<file path="config.mk">
export PLATFORM = sky130hd
export DESIGN_NAME = team_06_sample_scheduler
export DESIGN_NICKNAME = d
export VERILOG_FILES = /design/src/rtl/team_06_pkg.sv /design/src/rtl/team_06_tick_gen.sv /design/src/rtl/team_06_sample_scheduler.sv
export SDC_FILE = /design/constraint.sdc
export NUM_CORES = 1
export LEC_CHECK = 0
export ABC_AREA = 0
export BUFFER_PORTS_ARGS = -buffer_cell sky130_fd_sc_hd__buf_2
export CAP_MARGIN = 40
export CORE_MARGIN = 10
export CORE_UTILIZATION = 55
export CTS_CLUSTER_DIAMETER = 50
export CTS_CLUSTER_SIZE = 8
export DETAILED_ROUTE_END_ITERATION = 8
export PLACE_DENSITY_LB_ADDON = 0.08
export SKIP_LAST_GASP = 1
export SLEW_MARGIN = 20
export SYNTH_ARGS = -nofsm -noshare
export SYNTH_HDL_FRONTEND = slang
export SYNTH_SLANG_ARGS = --single-unit
</file>
<file path="constraint.sdc">
create_clock -name clk -period 3.78 [get_ports clk]
set_input_delay 0.189 -clock clk [delete_from_list [all_inputs] [get_ports clk]]
set_output_delay 0.189 -clock clk [all_outputs]
set_load 0.1 [all_outputs]
</file>
<file path="src/rtl/team_06_pkg.sv">
// Shared types and constants for the per-sample audio scheduler.
package team_06_pkg;

    typedef enum logic {
        LIST = 1'b0,
        TALK = 1'b1
    } state_t;

    typedef enum logic [2:0] {
        NORMAL  = 3'd0,
        ECHO    = 3'd1,
        REVERB  = 3'd2,
        TREMOLO = 3'd3,
        SOFT    = 3'd4
    } current_effect_t;

    typedef enum logic [2:0] {
        IDLE  = 3'd0,
        WRITE = 3'd1,
        READ  = 3'd2,
        PROC  = 3'd3,
        OUT   = 3'd4
    } sched_state_t;

    localparam logic [7:0] MIDPOINT = 8'd128;

    // Effects that consume a delayed tap from the ring buffer.
    function automatic logic is_tap(input current_effect_t e);
        return (e == ECHO) || (e == REVERB);
    endfunction

    // Effects that run on the dry sample alone (wet mirrors dry).
    function automatic logic is_dry_only(input current_effect_t e);
        return (e == TREMOLO) || (e == SOFT);
    endfunction

endpackage

</file>
<file path="src/rtl/team_06_tick_gen.sv">
// Audio-rate tick: one-cycle pulse every CLK_DIV clocks, first one CLK_DIV-1 cycles after reset.
module team_06_tick_gen
    import team_06_pkg::*;
#(
    parameter int unsigned CLK_DIV = 750
) (
    input  logic clk,
    input  logic rst,
    output logic tick
);

    localparam int unsigned CNT_W = $clog2(CLK_DIV);

    logic [CNT_W-1:0] cnt;

    always_ff @(posedge clk) begin
        if (rst) begin
            cnt  <= '0;
            tick <= 1'b0;
        end else begin
            tick <= (cnt == CNT_W'(CLK_DIV - 2));
            cnt  <= (cnt == CNT_W'(CLK_DIV - 1)) ? '0 : cnt + CNT_W'(1);
        end
    end

endmodule

</file>
<file path="src/rtl/team_06_sample_scheduler.sv">
// Per-sample sequencer: capture, ring-buffer write, optional tap read,
// effect handshake and output strobe, once per audio tick.
module team_06_sample_scheduler
    import team_06_pkg::*;
#(
    parameter int unsigned CLK_DIV    = 750,
    parameter int unsigned ADDR_W     = 12,
    parameter int unsigned ECHO_DLY   = 3000,
    parameter int unsigned REVERB_DLY = 400,
    parameter int unsigned TIMEOUT    = 64
) (
    input  logic              clk,
    input  logic              rst,
    input  logic              state,
    input  logic [2:0]        current_effect,
    input  logic              effect_en,
    input  logic              mute_tog,
    input  logic [7:0]        mic_aud,
    input  logic [7:0]        spk_aud,
    output logic              mem_req,
    output logic              mem_we,
    output logic [ADDR_W-1:0] mem_addr,
    output logic [7:0]        mem_wdata,
    input  logic              mem_ack,
    input  logic [7:0]        mem_rdata,
    output logic              eff_start,
    output logic [2:0]        eff_sel,
    output logic [7:0]        eff_dry,
    output logic [7:0]        eff_wet,
    input  logic              eff_done,
    input  logic [7:0]        eff_result,
    output logic [7:0]        out_sample,
    output logic              out_valid,
    output logic              busy,
    output logic [7:0]        overrun_cnt,
    output logic              err
);

    localparam int unsigned TW = $clog2(TIMEOUT + 1);

    logic              tick;
    sched_state_t      st;
    logic [ADDR_W-1:0] wr_ptr;
    logic [ADDR_W-1:0] fill;
    logic [7:0]        dry;
    current_effect_t   sel;
    logic              en;
    logic [TW-1:0]     wait_cnt;

    logic [7:0]        dry_in_c;
    logic [ADDR_W-1:0] fill_inc_c;
    logic [ADDR_W-1:0] tap_dly_c;
    logic [ADDR_W-1:0] tap_addr_c;
    logic              expired_c;

    team_06_tick_gen #(.CLK_DIV(CLK_DIV)) u_tick_gen (
        .clk  (clk),
        .rst  (rst),
        .tick (tick)
    );

    // Write-side bookkeeping; fill is judged after this sample's write lands.
    always_comb begin
        dry_in_c   = (state_t'(state) == TALK) ? mic_aud : spk_aud;
        fill_inc_c = (fill == '1) ? fill : fill + ADDR_W'(1);
        tap_dly_c  = (sel == ECHO) ? ADDR_W'(ECHO_DLY) : ADDR_W'(REVERB_DLY);
        tap_addr_c = wr_ptr - tap_dly_c;
        expired_c  = (wait_cnt == TW'(TIMEOUT - 1));
    end

    always_ff @(posedge clk) begin
        if (rst) begin
            st          <= IDLE;
            wr_ptr      <= '0;
            fill        <= '0;
            dry         <= '0;
            sel         <= NORMAL;
            en          <= 1'b0;
            wait_cnt    <= '0;
            mem_req     <= 1'b0;
            mem_we      <= 1'b0;
            mem_addr    <= '0;
            mem_wdata   <= '0;
            eff_start   <= 1'b0;
            eff_sel     <= '0;
            eff_dry     <= '0;
            eff_wet     <= '0;
            out_sample  <= MIDPOINT;
            out_valid   <= 1'b0;
            busy        <= 1'b0;
            overrun_cnt <= '0;
            err         <= 1'b0;
        end else begin
            eff_start <= 1'b0;
            out_valid <= 1'b0;
            wait_cnt  <= wait_cnt + TW'(1);

            // A tick that lands while a sample is in flight is dropped.
            if (tick && (st != IDLE) && (overrun_cnt != 8'hFF))
                overrun_cnt <= overrun_cnt + 8'd1;

            case (st)
                IDLE: begin
                    if (tick) begin
                        dry       <= dry_in_c;
                        sel       <= current_effect_t'(current_effect);
                        en        <= effect_en;
                        eff_sel   <= current_effect;
                        mem_req   <= 1'b1;
                        mem_we    <= 1'b1;
                        mem_addr  <= wr_ptr;
                        mem_wdata <= dry_in_c;
                        wait_cnt  <= '0;
                        busy      <= 1'b1;
                        st        <= WRITE;
                    end
                end

                WRITE: begin
                    if (mem_ack) begin
                        mem_req  <= 1'b0;
                        wr_ptr   <= wr_ptr + ADDR_W'(1);
                        fill     <= fill_inc_c;
                        wait_cnt <= '0;
                        if (en && is_tap(sel) && (fill_inc_c > tap_dly_c)) begin
                            mem_req  <= 1'b1;
                            mem_we   <= 1'b0;
                            mem_addr <= tap_addr_c;
                            st       <= READ;
                        end else if (en && (is_tap(sel) || is_dry_only(sel))) begin
                            eff_dry   <= dry;
                            eff_wet   <= is_tap(sel) ? MIDPOINT : dry;
                            eff_start <= 1'b1;
                            st        <= PROC;
                        end else begin
                            out_sample <= mute_tog ? MIDPOINT : dry;
                            out_valid  <= 1'b1;
                            st         <= OUT;
                        end
                    end else if (expired_c) begin
                        mem_req <= 1'b0;
                        err     <= 1'b1;
                        busy    <= 1'b0;
                        st      <= IDLE;
                    end
                end

                READ: begin
                    if (mem_ack) begin
                        mem_req   <= 1'b0;
                        eff_dry   <= dry;
                        eff_wet   <= mem_rdata;
                        eff_start <= 1'b1;
                        wait_cnt  <= '0;
                        st        <= PROC;
                    end else if (expired_c) begin
                        mem_req <= 1'b0;
                        err     <= 1'b1;
                        busy    <= 1'b0;
                        st      <= IDLE;
                    end
                end

                PROC: begin
                    if (eff_done) begin
                        out_sample <= mute_tog ? MIDPOINT : eff_result;
                        out_valid  <= 1'b1;
                        st         <= OUT;
                    end else if (expired_c) begin
                        err  <= 1'b1;
                        busy <= 1'b0;
                        st   <= IDLE;
                    end
                end

                OUT: begin
                    busy <= 1'b0;
                    st   <= IDLE;
                end

                default: begin
                    mem_req <= 1'b0;
                    busy    <= 1'b0;
                    st      <= IDLE;
                end
            endcase
        end
    end

endmodule

</file>
==> results of run 1 <==
power by group through the flow:
stage	clock network [mW]	registers, mW	logic (mW)
final	0.710	1.14	0.0698
after global routing	0.779	1.14	0.0774
after CTS	0.735	1.14	0.0698
after detailed placement	0	1.16	0.0698
after global placement	0	1.16	0.0680
after floorplan	0	1.16	0.0396
through the flow:
step,area [um2],power (mW),util (%),cells
2_1_floorplan,5233,1.202,-,622
3_3_place_gp,5796,1.231,62.72,824
3_5_place_dp,5796,1.234,62.72,824
4_1_cts,5998,1.943,64.92,840
5_1_grt,6016,1.995,65.10,842
6_report,6018,1.917,65.13,843
sequential cells by signal, indices dropped and copies added, names as in the netlist, 3 cells and up:
signal          flops
dry                 8
eff_dry             8
eff_wet             8
fill               12
mem_addr           12
out_sample          8
overrun_cnt         8
sel                 3
st                  3
u_tick_gen.cnt     10
wait_cnt            7
wr_ptr             12
routing by layer:
layer,global-route usage (%),up-vias,part of all wire [%]
li1,-,2315,-
met3,3.981,8,4.7
met5,0,-,0
met1,21.63,2105,44
met4,4.946,0,0.98
met2,29.76,95,50
worst max-delay path, delay by kind of cell, from the launching register on:
| kind | cells | cell delay [ps] |
|---|---|---|
| simple gates | 5 | 930 |
| mux | 1 | 190 |
| flops | 1 | 450 |
| compound gates | 2 | 910 |
| xor+xnor | 1 | 150 |
| fa+ha+maj | 2 | 740 |
area by class of cell:
cell class / count / share of cell area (%)
clock buffers: 11 / 2.349
clock inverters: 5 / 1.019
diodes: 2 / 0.08316
well taps: 129 / 2.682
inverters: 11 / 0.6861
repair buffers: 108 / 9.356
multi-input cells: 470 / 48.23
flip-flops and latches: 107 / 35.59
synth_stat cells (2+ instances only):
library cell,count
or3_1,10
nor3b_1,2
a22o_1,7
o22ai_1,2
buf_1,3
o21ai_0,17
a211oi_1,10
ha_1,15
nand3_1,23
dfxtp_1,107
clkbuf_1,26
nand2b_1,2
a21oi_1,27
buf_6,2
and2_1,4
buf_2,3
mux2i_1,49
or2_2,2
o21a_1,2
nor2_1,84
a21o_1,2
a31oi_4,2
a22oi_1,2
a31oi_1,3
a31o_2,2
nor3_1,16
nand4b_1,2
inv_1,10
nand4_1,10
and3_1,5
nand2_1,104
nand3b_1,2
xor2_1,21
o211ai_1,4
xnor2_1,22
cell families (layout without fill, tap and decap cells):
family / Yosys count / count (layout) / share of synthesized area [%]
simple gates: 270 / 270 / 22.67
flops: 107 / 107 / 40.94
compound gates: 92 / 92 / 12.43
mux: 50 / 50 / 9.589
buf+inv: 45 / 135 / 3.587
xor+xnor: 43 / 43 / 7.197
fa+ha+maj: 15 / 15 / 3.587
other cells: 0 / 2 / 0
worst min-delay path by stage:
stage	from	endpoint	slack, ps
detailed placement	current_effect[1]	sel[1]$_SDFFE_PP0P_	440
floorplan	effect_en	en$_SDFFE_PP0P_	320
finish	current_effect[1]	sel[1]$_SDFFE_PP0P_	60
global route	current_effect[0]	sel[0]$_SDFFE_PP0P_	50
global placement	current_effect[0]	sel[0]$_SDFFE_PP0P_	430
CTS	current_effect[1]	sel[1]$_SDFFE_PP0P_	40
==> flow_summary.json, run 1 <==
{
  "multi_input_area_um2": 2903,
  "start_util_pct": 56.63,
  "synth_edf_count": 0,
  "fin_crit_sh_pct": 92.77,
  "syn_nets": 679,
  "yosys-top-cells-area": "dfxtp_1 (41%), mux2i_1 (9.4%), nand2_1 (7.5%)",
  "r2r_cells": 11,
  "worst_slew_pin_slew_ps": 644.7,
  "ff_latch_area_um2": 2142,
  "numClockSinks": 107,
  "finalSetupTns_ps": 0,
  "port_buffers": 102,
  "grt_antenna_before_repair": 2,
  "setup_viol": 0,
  "fp.dieW_um": 117.5,
  "hpwl_um": 9634,
  "cp_common_cell": "ha_1",
  "hold_viol": 0,
  "rsz0062_at_grt": "no",
  "fillers": 815,
  "synth_top_cell_area_share_pct": 40.94,
  "rrSetupSlack_ps": 270,
  "grt-ovfl-total": 0,
  "synth_top_area_cell": "dfxtp_1",
  "rr_startpoint": "fill[0]$_SDFFE_PP0P_",
  "yosys.cell_types.count": 53,
  "p_seq_share_pct": 59.3,
  "status": "finished clean",
  "gp_congestion": 0.8817,
  "hold_buffers": 0,
  "io_pins": 103,
  "synthesis.area_um2": 5233,
  "dieArea_um2": 13820,
  "grt_start_max_net_pins": 55,
  "postCtsSetupBuffers": 0,
  "insertion_delay_ps": 360,
  "wirelength_um": 12810,
  "powerDensity_nw_per_um2": 318.6,
  "ir_drop_mv": 0.2355,
  "slew_viol_final": 0,
  "syn_inst": 622,
  "fmax_mhz": 285.2,
  "hold_slack_ps": 61.67,
  "power_switching_uw": 430.7,
  "cp_slowest_cell": "a31o_1",
  "grt_pass1_wl_um": 20670,
  "dp_slack_ps": 318.7,
  "clk_path_buf_depth": 2,
  "maxCapViolCount": 0,
  "hp-class": "input port to flop",
  "drive_above_1_share_pct": 19.10,
  "core_region_area_um2": 9240,
  "min_period_ps": 3507,
  "yosysWarnings": 0,
  "required_ps": 4020,
  "clkPwrFrac_pct": 37.0,
  "fin_ws_ps": 273.2,
  "num_rows": 35,
  "cellLeakagePower_nw": 2.530,
  "vias": 4523,
  "final_cell_mix": "dfxtp_1 (107), nand2_1 (104), buf_2 (102)",
  "cp_cell_sequence": "ha_1, nand3_1, nand4_1, nor2_1, xor2_1, ha_1, nand4b_1, nand3b_1, o41a_1, a31o_1, mux2i_1",
  "crit_path_start": "fill[0]$_SDFFE_PP0P_",
  "viasPerCell": 5.365,
  "nets": 764,
  "skew_ps": 11.12,
  "routedWlPerCell_um": 15.19,
  "start_kind": "flop",
  "maxSlewHeadroom_pct": 56.89,
  "whs_path_depth": 3,
  "setup.worst_path.end": "eff_wet[1]$_SDFFE_PP0P_",
  "drtIter0Drc": 408,
  "cts_tree": "done",
  "comb_power_share_pct": 3.6,
  "track_usage_pct": 17.53,
  "worstPathArrival_ps": 3740,
  "max_stage_delay_ps": 460,
  "dr.pass1.iters": 5,
  "critPathKind": "flop to flop",
  "htree_levels": 3,
  "cts_buffers": 9,
  "synth-main-ff-cell": "dfxtp_1",
  "synth_seq_cells": 107,
  "drc": 0,
  "cts-resized-gates": 0,
  "r2r-end": "eff_wet[1]$_SDFFE_PP0P_",
  "first_global_vias": 4212,
  "setup.worst_path.end_class": "flop",
  "area_growth_pct": 15.02,
  "ys_seq_area_share_pct": 40.94,
  "postRouteAntennaNets": 0,
  "layout_commonest_cell": "dfxtp_1",
  "path_clk_slew_ps": 100,
  "cts-root-buf": "clkbuf_8",
  "p_sw_share_pct": 22.46,
  "syn_avg_cell_area_um2": 8.412,
  "dieHeight_um": 117.5,
  "async_flop_share_pct": 0,
  "crit_fanout": 11,
  "p_int_mw": 1.487
}
(Power assumes the default switching activity.)
==> run 2: changes to the inputs <==
Settings changed: REMOVE_ABC_BUFFERS from default to 1.
==> run 2 against run 1 <==
  * Maximum frequency down 0.77%
  * First-iteration DRC count is 26% lower
  * Critical endpoint is now eff_dry[4]$_SDFFE_PP0P_
  * Flip-flop and latch count stayed put
  * Design area increased by 0.39%
  * Cell count shrank 0.24%
  * Hold slack got worse by 9.3 ps
==> flow_summary.json, run 2 (synthesis gave the netlist of run 1 again) <==
{
  "clkPwrFrac_pct": 38.5,
  "maxSlewHeadroom_pct": 55.24,
  "dpl-instance-area_um2": 5808,
  "postRouteAntennaNets": 0,
  "comb_power_share_pct": 3.6,
  "rsz0062_at_grt": "no",
  "grt_antenna_before_repair": 0,
  "rr_startpoint": "fill[0]$_SDFFE_PP0P_",
  "power_switching_uw": 452.0,
  "p_total_mw": 1.965,
  "wirelength_um": 12560,
  "fin_crit_sh_pct": 93.49,
  "crit_fanout": 11,
  "min_period_ps": 3534,
  "drive_above_1_share_pct": 19.24,
  "path_clk_slew_ps": 100,
  "hpwl_um": 9435,
  "required_ps": 4080,
  "routedWlPerCell_um": 14.94,
  "postCtsSetupBuffers": 0,
  "numClockSinks": 107,
  "viasPerCell": 5.345,
  "final_cell_mix": "dfxtp_1 (107), nand2_1 (104), buf_2 (102)",
  "rrSetupSlack_ps": 250,
  "insertion_delay_ps": 370,
  "setup_viol": 0,
  "htree_levels": 3,
  "start_kind": "flop",
  "nets": 764,
  "track_usage_pct": 17.84,
  "port_buffers": 102,
  "core_region_area_um2": 9240,
  "grt-ovfl-total": 0,
  "status": "finished clean",
  "hold_viol": 0,
  "fin_ws_ps": 245.9,
  "cellLeakagePower_nw": 2.554,
  "ir_drop_mv": 0.1841,
  "maxCapViolCount": 0,
  "finalInstanceArea_um2": 6042,
  "hp-class": "input port to flop",
  "dieArea_um2": 13820,
  "r2r_cells": 11,
  "worstPathArrival_ps": 3830,
  "num_rows": 35,
  "grt_start_max_net_pins": 55,
  "cts_tree": "done",
  "drc": 0,
  "ff_latch_area_um2": 2142,
  "fillers": 797,
  "fp.dieW_um": 117.5,
  "skew_ps": 20.39,
  "slew_viol_final": 0,
  "setup.worst_path.end_class": "flop",
  "clk_path_buf_depth": 2,
  "finalSetupTns_ps": 0,
  "grt_pass1_wl_um": 21190,
  "first_global_vias": 4498,
  "hold_start": "current_effect[2]",
  "dieHeight_um": 117.5,
  "fmax_mhz": 283.0,
  "multi_input_area_um2": 2903,
  "num_antenna_cells": 0,
  "hold_buffers": 0,
  "p_int_mw": 1.513,
  "cts_buffers": 9,
  "start_util_pct": 56.63,
  "vias": 4495,
  "reg_top3": "fill: 12 flops, mem_addr: 12 flops, wr_ptr: 12 flops",
  "p_seq_share_pct": 57.9,
  "dp_slack_ps": 309.2,
  "holdPathEnd": "sel[2]$_SDFFE_PP0P_",
  "r2r-end": "eff_dry[4]$_SDFFE_PP0P_",
  "critPathKind": "flop to flop",
  "layout_commonest_cell": "dfxtp_1",
  "p_sw_share_pct": 23.00,
  "io_pins": 103,
  "dr.pass1.iters": 5,
  "cts-resized-gates": 0,
  "powerDensity_nw_per_um2": 325.3,
  "gp_congestion": 0.8392,
  "area_growth_pct": 15.47,
  "worst_slew_pin_slew_ps": 669.4,
  "drtIter0Drc": 301,
  "cts-root-buf": "clkbuf_8",
  "whs_path_depth": 3
}
==> run 2: worst max path at each step <==
| stage | from | endpoint | slack [ps] | depth (start not counted) |
|---|---|---|---|---|
| floorplan | sel[0]$_SDFFE_PP0P_ | eff_wet[0]$_SDFFE_PP0P_ | 740 | 7 |
| global placement | fill[0]$_SDFFE_PP0P_ | eff_wet[5]$_SDFFE_PP0P_ | 460 | 11 |
| detailed placement | fill[0]$_SDFFE_PP0P_ | eff_dry[1]$_SDFFE_PP0P_ | 310 | 11 |
| CTS | fill[0]$_SDFFE_PP0P_ | eff_dry[4]$_SDFFE_PP0P_ | 270 | 11 |
| global route | fill[0]$_SDFFE_PP0P_ | eff_dry[4]$_SDFFE_PP0P_ | 20 | 11 |
| finish | fill[0]$_SDFFE_PP0P_ | eff_dry[4]$_SDFFE_PP0P_ | 250 | 11 |
==> run 2: through the flow <==
step | utilization, % | hold WS [ps] | std cells
global route | 65.39 | 45.26 | 841
detailed placement | 62.86 | 439.1 | 824
CTS | 65.23 | 45.46 | 840
floorplan | - | 258.1 | 588
global placement | 62.64 | 427.1 | 823
finish | 65.39 | 52.36 | 841
==> run 2: area by class of cell <==
type,instances,share of cell area (%)
tap,129,2.671
multi-input combinational,470,48.04
sequential,107,35.45
clock inverter,5,1.118
inverter,11,0.6834
timing repair buffer,108,9.526
clock buffer,11,2.506
==> run 2: worst max-delay path: stages (launching register included) <==
cell      delay (ps)
dfxtp_1          450
ha_1             440
nand3_1          300
nand4_1          270
nor2_1            90
xor2_1           150
ha_1             280
nand4b_1         110
nand3b_1         200
o41a_1           450
a31oi_4          490
mux2i_1          240
==> run 2: routing by layer <==
| layer | vias to the layer above | share of wire, % | GRT usage, % |
|---|---|---|---|
| li1 | 2306 | - | - |
| met1 | 2073 | 44 | 20.50 |
| met2 | 105 | 49 | 31.29 |
| met3 | 11 | 6.6 | 6.043 |
| met4 | 0 | 0.81 | 3.709 |
| met5 | - | 0 | 0 |
==> run 2: power groups by stage <==
stage | Clock (mW) | Sequential, mW | Combinational, mW
floorplan | 0 | 1.16 | 0.0263
global route | 0.832 | 1.14 | 0.0801
detailed placement | 0 | 1.16 | 0.0719
global placement | 0 | 1.16 | 0.0688
finish | 0.757 | 1.14 | 0.0711
CTS | 0.778 | 1.14 | 0.0720
==> run 3: changes to the inputs <==
Settings changed: CORE_UTILIZATION 55 to 56, SYNTH_HIERARCHICAL from default to 1.
==> run 3 against run 2 <==
  * Power decreased by 5.5%
  * Synthesized cell count increased by 0.48%
  * Die area increased by 0.79%
  * Critical path depth increased by 1
  * Cell count increased by 0.83%
  * Register-to-register slack improved by 120 ps
  * Flip-flop and latch count unchanged
  * Critical path type unchanged
  * Critical endpoint is now eff_wet[4]$_SDFFE_PP0P_
  * Largest cell class unchanged
==> flow_summary.json, run 3 <==
{
  "status": "finished clean",
  "io_pins": 103,
  "drtIter0Drc": 265,
  "cts_buffers": 9,
  "maxCapViolCount": 0,
  "setup_viol": 0,
  "syn_inst": 625,
  "ys_seq_area_share_pct": 39.82,
  "multi_input_area_um2": 2945,
  "grt_antenna_before_repair": 0,
  "final_cell_mix": "dfxtp_1 (107), buf_2 (102), nor2_1 (79)",
  "syn_avg_cell_area_um2": 8.606,
  "drive_above_1_share_pct": 22.11,
  "synthesis.area_um2": 5379,
  "grt_start_max_net_pins": 31,
  "drc": 0,
  "yosys-top-cells-area": "dfxtp_1 (40%), nor2_1 (5.5%), mux2i_1 (5.2%)",
  "hold_buffers": 0,
  "critPathKind": "flop to flop",
  "max_stage_delay_ps": 500,
  "required_ps": 4060,
  "async_flop_share_pct": 0,
  "dr.pass1.iters": 5,
  "nets": 771,
  "yosysWarnings": 6,
  "postRouteAntennaNets": 0,
  "cp_cell_sequence": "and4_4, and2_1, nand3_1, mux2_2, ha_1, nand2_1, nor4_4, o2111ai_2, a21oi_1, a21oi_2, buf_6, o32ai_1",
  "hpwl_um": 10080,
  "maxSlewHeadroom_pct": 54.50,
  "crit_fanout": 15,
  "numClockSinks": 107,
  "dp_slack_ps": 403.1,
  "routedWlPerCell_um": 15.89,
  "worst_slew_pin_slew_ps": 682.5,
  "track_usage_pct": 18.58,
  "area_growth_pct": 14.10,
  "finalSetupTns_ps": 0,
  "rsz0062_at_grt": "no",
  "num_antenna_cells": 0,
  "dieHeight_um": 118.0,
  "cellLeakagePower_nw": 2.364,
  "first_global_vias": 4525,
  "ir_drop_mv": 0.2219,
  "grt_pass1_wl_um": 22190,
  "cts-resized-gates": 0,
  "synth_top_cell_area_share_pct": 39.82,
  "htree_levels": 3,
  "gp_congestion": 0.9175,
  "start_kind": "flop",
  "synth_edf_count": 0,
  "fmax_mhz": 292.6,
  "synthMostInstantiatedCell": "dfxtp_1",
  "cts_tree": "done",
  "hold_viol": 0,
  "hp-class": "input port to flop",
  "num_rows": 35,
  "slew_viol_final": 0,
  "grt-ovfl-total": 0,
  "cts-root-buf": "clkbuf_8",
  "worst-path-buf-inv": 1,
  "setup.worst_path.end_class": "flop",
  "dieArea_um2": 13930,
  "port_buffers": 102,
  "synth_seq_cells": 107,
  "postCtsSetupBuffers": 0,
  "fillers": 825,
  "cp_slowest_cell": "dfxtp_1",
  "powerDensity_nw_per_um2": 302.6,
  "worstPathArrival_ps": 3700,
  "skew_ps": 14.80,
  "synth-main-ff-cell": "dfxtp_1",
  "synth_top_area_cell": "dfxtp_1",
  "layout_commonest_cell": "dfxtp_1",
  "yosys.cell_types.count": 57,
  "reg_top3": "fill: 12 flops, mem_addr: 12 flops, wr_ptr: 12 flops",
  "path_clk_slew_ps": 110,
  "synth_commonest_cells": "dfxtp_1 (107), nor2_1 (79), nand2_1 (46), a21oi_1 (35), o21ai_0 (29)",
  "insertion_delay_ps": 370,
  "ff_latch_area_um2": 2142,
  "fp.dieW_um": 118.0,
  "crit_family": "simple AND/OR/NAND/NOR gates",
  "fin_ws_ps": 362.5,
  "wirelength_um": 13480,
  "viasPerCell": 5.568,
  "start_util_pct": 57.94,
  "clk_path_buf_depth": 2,
  "min_period_ps": 3417,
  "fin_crit_sh_pct": 90.41,
  "vias": 4722,
  "core_region_area_um2": 9284
}
run 3: metal layers:
layer / part of all wire, % / global-route usage, % / wire length [um]
met1: 44 / 22.51 / 5924
met2: 50 / 32.03 / 6742
met3: 4.5 / 3.981 / 600
met4: 1.6 / 5.641 / 209
met5: 0 / 0 / 0
run 3: layout make-up:
type / count / share of cell area (%)
multi-input combinational: 457 / 47.99
tap: 129 / 2.630
inverter: 24 / 1.468
clock buffer: 10 / 2.080
timing repair buffer: 115 / 10.09
sequential: 107 / 34.90
clock inverter: 6 / 0.8359
run 3: cell families (layout without fill, tap and decap cells):
logic type | count (synthesis) | after routing | synth area share (%)
AND/OR/NAND/NOR | 245 | 245 | 22.94
AO/OA/AOI/OAI | 130 | 130 | 16.72
flip-flops | 107 | 107 | 39.82
buffers and inverters | 61 | 155 | 5.420
XOR/XNOR | 38 | 38 | 6.188
multiplexers | 29 | 29 | 5.420
adder cells (fa/ha/maj) | 15 | 15 | 3.489
run 3: final timing paths:
path | from | slack [ps] | cells after the start | endpoint
worst max register to register | fill[3]$_SDFFE_PP0P_ | 360 | 12 | eff_wet[4]$_SDFFE_PP0P_
worst min register to register | wait_cnt[0]$_SDFF_PP0_ | 460 | 1 | wait_cnt[0]$_SDFF_PP0_
worst min-delay path | current_effect[2] | 60 | 3 | sel[2]$_SDFFE_PP0P_
worst max-delay path | fill[3]$_SDFFE_PP0P_ | 360 | 12 | eff_wet[4]$_SDFFE_PP0P_
run 3: tightest hold or removal path: cells and delay by family:
family	cells	cell delay [ps]
AO/OA/AOI/OAI	1	50
buffers and inverters	1	100
AND/OR/NAND/NOR	1	50
run 3: stage by stage:
stage / power (mW) / instance area (um2) / hold WS, ps / std cells / utilization, %
floorplan: 1.186 / 5177 / 253.6 / 588 / -
global placement: 1.234 / 5924 / 431.1 / 829 / 63.81
detailed placement: 1.235 / 5951 / 438.4 / 831 / 64.10
CTS: 1.875 / 6130 / 46.01 / 847 / 66.02
global route: 1.931 / 6137 / 53.13 / 848 / 66.11
finish: 1.857 / 6137 / 57.04 / 848 / 66.11
run 3: where the power goes:
part           internal, mW  switching [mW]
Sequential             1.13         0.00601
Combinational        0.0316          0.0396
Clock                 0.247           0.401
Total                  1.41           0.447
